==> config.mk <==
export PLATFORM = sky130hd
export DESIGN_NAME = mac_sequencer
export DESIGN_NICKNAME = d
export VERILOG_FILES = /design/src/rtl/mac_sequencer.sv
export SDC_FILE = /design/constraint.sdc
export NUM_CORES = 1
export LEC_CHECK = 0
export ABC_AREA = 1
export BUFFER_PORTS_ARGS = -buffer_cell sky130_fd_sc_hd__buf_2
export CAP_MARGIN = 10
export CORE_ASPECT_RATIO = 1.4
export CORE_MARGIN = 3
export CORE_UTILIZATION = 47
export DETAILED_ROUTE_END_ITERATION = 8
export PLACE_DENSITY = 0.82
export SLEW_MARGIN = 20
export SYNTH_ARGS = -nofsm -noshare
export SYNTH_HDL_FRONTEND = slang
export SYNTH_SLANG_ARGS = --single-unit
==> constraint.sdc <==
create_clock -name clk -period 1.55 [get_ports clk]
set_clock_uncertainty 0.1 [all_clocks]
set_input_delay 0.31 -clock clk [delete_from_list [all_inputs] [get_ports clk]]
set_output_delay 0.31 -clock clk [all_outputs]
set_load 0.03 [all_outputs]
==> src/rtl/mac_sequencer.sv <==
// Control sequencer for the MAC datapath: streams N operand pairs into the operand register,
// handshakes the multiplier and steers the accumulator, then pulses done.
module mac_sequencer #(
    parameter int unsigned TIMEOUT = 15
) (
    input  logic       clk,
    input  logic       rst,
    input  logic       start,
    input  logic [3:0] n_terms,
    input  logic       abort,
    input  logic       in_valid,
    output logic       in_ready,
    output logic       ldu,
    output logic       ldd,
    output logic       mult_start,
    input  logic       mult_done,
    output logic       acc_clr,
    output logic       acc_en,
    output logic [3:0] term_idx,
    output logic       busy,
    output logic       done,
    output logic       err
);

    typedef enum logic [2:0] {
        StIdle,
        StClr,
        StLdX,
        StLdY,
        StMul,
        StWait,
        StAcc,
        StDone
    } state_e;

    localparam logic [3:0] TimeoutLast = 4'(TIMEOUT - 1);

    state_e     state_q, state_d;
    logic [3:0] term_idx_q, term_idx_d;
    logic [3:0] timer_q, timer_d;
    logic [3:0] n_q, n_d;
    logic       err_q, err_d;
    logic       last_term;

    // Widened so the +1 cannot wrap back onto a small N.
    assign last_term = ({1'b0, term_idx_q} + 5'd1) == {1'b0, n_q};

    always_ff @(posedge clk or negedge rst) begin
        if (!rst) begin
            state_q    <= StIdle;
            term_idx_q <= 4'd0;
            timer_q    <= 4'd0;
            n_q        <= 4'd0;
            err_q      <= 1'b0;
        end else begin
            state_q    <= state_d;
            term_idx_q <= term_idx_d;
            timer_q    <= timer_d;
            n_q        <= n_d;
            err_q      <= err_d;
        end
    end

    always_comb begin
        state_d    = state_q;
        term_idx_d = term_idx_q;
        timer_d    = timer_q;
        n_d        = n_q;
        err_d      = err_q;
        in_ready   = 1'b0;
        ldu        = 1'b0;
        ldd        = 1'b0;
        mult_start = 1'b0;
        acc_clr    = 1'b0;
        acc_en     = 1'b0;
        done       = 1'b0;

        unique case (state_q)
            StIdle: begin
                if (start) begin
                    n_d     = n_terms;
                    err_d   = 1'b0;
                    state_d = (n_terms == 4'd0) ? StDone : StClr;
                end
            end
            StClr: begin
                acc_clr    = 1'b1;
                term_idx_d = 4'd0;
                state_d    = StLdX;
            end
            StLdX: begin
                in_ready = 1'b1;
                ldu      = in_valid;
                if (in_valid) state_d = StLdY;
            end
            StLdY: begin
                in_ready = 1'b1;
                ldd      = in_valid;
                if (in_valid) state_d = StMul;
            end
            StMul: begin
                mult_start = 1'b1;
                timer_d    = 4'd0;
                state_d    = StWait;
            end
            StWait: begin
                // A result arriving in the final allowed cycle beats the timeout.
                if (mult_done) begin
                    state_d = StAcc;
                end else if (timer_q == TimeoutLast) begin
                    err_d   = 1'b1;
                    state_d = StIdle;
                end else begin
                    timer_d = timer_q + 4'd1;
                end
            end
            StAcc: begin
                acc_en = 1'b1;
                if (last_term) begin
                    state_d = StDone;
                end else begin
                    term_idx_d = term_idx_q + 4'd1;
                    state_d    = StLdX;
                end
            end
            StDone: begin
                done    = 1'b1;
                state_d = StIdle;
            end
        endcase

        // Abort overrides every transition and freezes the bookkeeping registers.
        if (abort && (state_q != StIdle)) begin
            state_d    = StIdle;
            term_idx_d = term_idx_q;
            timer_d    = timer_q;
            err_d      = err_q;
        end
    end

    assign busy     = (state_q != StIdle);
    assign term_idx = term_idx_q;
    assign err      = err_q;

endmodule

==> flow_summary.json <==
{
  "cap_violations": 0,
  "vdd_drop_max_uv": 1420,
  "port_buffers": 22,
  "synth.net_count": 155,
  "finalPower_mw": 2.97,
  "place_area_mm2": 0.00124,
  "cts_tree": "built",
  "core_area_mm2": 0.00202,
  "worst_slack_ns": -0.189,
  "critPathArrivalTime_ns": 1.33,
  "io-pin-count": 23,
  "grt_usage": 0.251,
  "dieArea_mm2": 0.00282,
  "dieHeight_um": 61.6,
  "violations": "negative setup slack",
  "wl_met3_um": 206,
  "yosysUniqueCellTypes": 23,
  "tightestPinTransition_ns": 0.383,
  "worstReg2RegStart": "term_idx[0]$_DFFE_PN0P_",
  "h-tree-depth": 1,
  "hpwl_um": 2020,
  "syn_to_final_growth_pct": 62.9,
  "end_kind": "primary output",
  "wire_per_inst_um": 18.0,
  "routed.top_layer": "met4",
  "utilization": 0.837,
  "dp.cells": 191,
  "fin_nets": 208,
  "whs_path_depth": 3,
  "startpoint": "state_q[2]$_DFFE_PN0P_",
  "r2r_setup_slack_ns": -0.11,
  "place.gp.congestion": 0.901,
  "fin_setup_tns_ns": -1.79,
  "min_period_ns": 1.74,
  "slew_viol_final": 0,
  "vias": 1249,
  "grt_max_degree": 17,
  "drtIter0Drc": 60,
  "status": "complete, but fails checks",
  "yosysWarningCount": 0,
  "routed_wl_um": 3860,
  "ys_ff_latch": 16,
  "wl_met2_um": 2080,
  "clock_latency_ns": 0.32,
  "grt-ovfl-total": 0,
  "wl_met1_um": 1340,
  "drc_errors": 0,
  "grt_pass1_wl_um": 5000,
  "root_buffer": "clkbuf_4",
  "leakage_nw": 0.854,
  "clk_path_buf_depth": 2,
  "dr.pass1.iters": 4,
  "finalHoldViolations": 0,
  "finalSetupViolCount": 21,
  "syn-cell-area_mm2": 0.00104,
  "die_w_um": 45.7,
  "fin_area_mm2": 0.00169,
  "r2r-end": "state_q[0]$_DFFE_PN0P_",
  "crit_path_start_kind": "flip-flop",
  "worstPathMaxFanout": 4,
  "drive_gt1_frac": 0.510,
  "antenna_cells": 0,
  "syn_avg_cell_area_um2": 7.31,
  "start_util": 0.514,
  "slew_headroom": 0.745,
  "num_rows": 19,
  "max_freq_ghz": 0.575,
  "place_ws_ns": -0.0197,
  "holdPathEnd": "n_q[0]$_DFFE_PN0P_",
  "fin_cells": 215,
  "synth_seq_area_share": 0.386,
  "p_per_area_mw_per_mm2": 1760,
  "hold_path_class": "input port to flip-flop",
  "syn_inst": 142,
  "holdWs_ns": 0.140,
  "fillers": 112,
  "rsz0062_at_grt": "true",
  "cts_sinks": 16,
  "cts.reportedPaths.clkPinSlew_ns": 0.12,
  "critPathKind": "flip-flop to primary output",
  "antenna_found_initial": 0,
  "reg2reg_depth": 11,
  "finalCritPeriodShare": 1.12,
  "antenna_left": 0,
  "cp.required_ns": 1.14,
  "grt_pass1_vias": 1143,
  "cts_buffers": 3,
  "hold_start": "n_terms[0]",
  "viasPerCell": 5.81
}
## repair_timing
item / 4_1_cts / 5_1_grt
setup buffers: 11 / 8
endpoints found under the hold margin: 16 / 0
hold buffers: 1 / 0
setup endpoints to repair: 16 / 19
gates resized for setup: 37 / 31
pin swaps: 7 / 15
## kinds of logic (layout without fill, tap and decap cells)
logic type,count (synthesis),in the layout,synth area share
AOI/OAI and AO/OA,16,16,0.102
buffers and inverters,21,73,0.0759
and+or+nand+nor,84,84,0.383
adders and majority gates,3,3,0.0361
DFF,16,16,0.386
xor gates and xnor gates,2,2,0.0169
## final cells by class
class | count | area [µm²] | share of cell area
Multi-Input combinational cell | 105 | 743 | 0.439
Sequential cell | 16 | 407 | 0.240
Timing Repair Buffer | 48 | 390 | 0.231
Inverter | 21 | 88.8 | 0.0525
Clock buffer | 4 | 36.3 | 0.0214
Tap cell | 21 | 26.3 | 0.0155
## sequential cells by signal, summed over array words and instances (netlist names)
signal / count
term_idx: 4
n_q: 4
err: 1
state_q: 3
timer_q: 4
## worst max-delay path: stages (launching register included)
cell and delay, ns:
dfrtp_2 0.51, inv_4 0.13, nand3_4 0.09, nor2_1 0.11, buf_4 0.17
## how the worst max path moves through the flow
stage / endpoint / cells past startpoint / slack [ns]
final: ldu / 4 / -0.19
after global routing: state_q[2]$_DFFE_PN0P_ / 11 / -0.22
after CTS: ldu / 4 / -0.08
after detailed placement: term_idx[1]$_DFFE_PN0P_ / 11 / -0.02
after global placement: term_idx[2]$_DFFE_PN0P_ / 9 / 0.03
after floorplan: term_idx[2]$_DFFE_PN0P_ / 11 / -0.05
## cell usage after synthesis
master,number,area (µm²)
a21oi_1,2,10.0
a21oi_4,1,16.3
dfrtp_1,16,400
ha_1,3,37.5
inv_1,19,71.3
inv_2,2,7.51
nand2_1,44,165
nand2_2,5,31.3
nand2_4,2,22.5
nand3_1,13,65.1
nand3_2,1,10.0
nand3b_1,2,15.0
nand4_1,2,12.5
nor2_1,12,45.0
nor2_2,1,6.26
nor2_8,1,20.0
nor3_1,1,5.00
o2111ai_1,1,8.76
o211ai_2,1,12.5
o21ai_0,8,40.0
o21ai_1,2,10.0
o41ai_1,1,8.76
xor2_1,2,17.5
## power by group
part	internal, mW	switching, mW
clock network	0.144	0.158
registers	0.526	0.136
logic	0.855	1.15
total	1.52	1.45
## routing by layer
layer,global-route usage,vias to the layer above
li1,-,559
met1,0.263,599
met2,0.445,65
met3,0.0380,26
met4,0.175,0
met5,0,-
## placed cells by master, fill, tap and decap left out
cell type      count
clkbuf_8           1
o21ai_0            4
nand3_2            2
buf_6             10
xor2_1             2
nand2_2            9
buf_4             21
a21oi_1            2
nand2_4            6
nor2_8             1
o41ai_1            1
dfrtp_1           11
nand3_4            5
nand2_8            1
nand2_1           35
nor3_2             1
nor2_4             3
dlygate4sd3_1      1
ha_4               1
o21ai_2            1
nor2_2             4
nor2_1             6
clkinv_4           1
ha_1               2
o21ai_1            5
buf_12             2
nand3_1            7
dfrtp_2            5
o2111ai_1          1
inv_1             14
a21oi_4            1
clkbuf_4           3
inv_2              4
buf_2             14
inv_4              2
nand4_1            2
nand3b_1           2
o211ai_4           1
No activity file was read; power rests on OpenSTA's default activity.
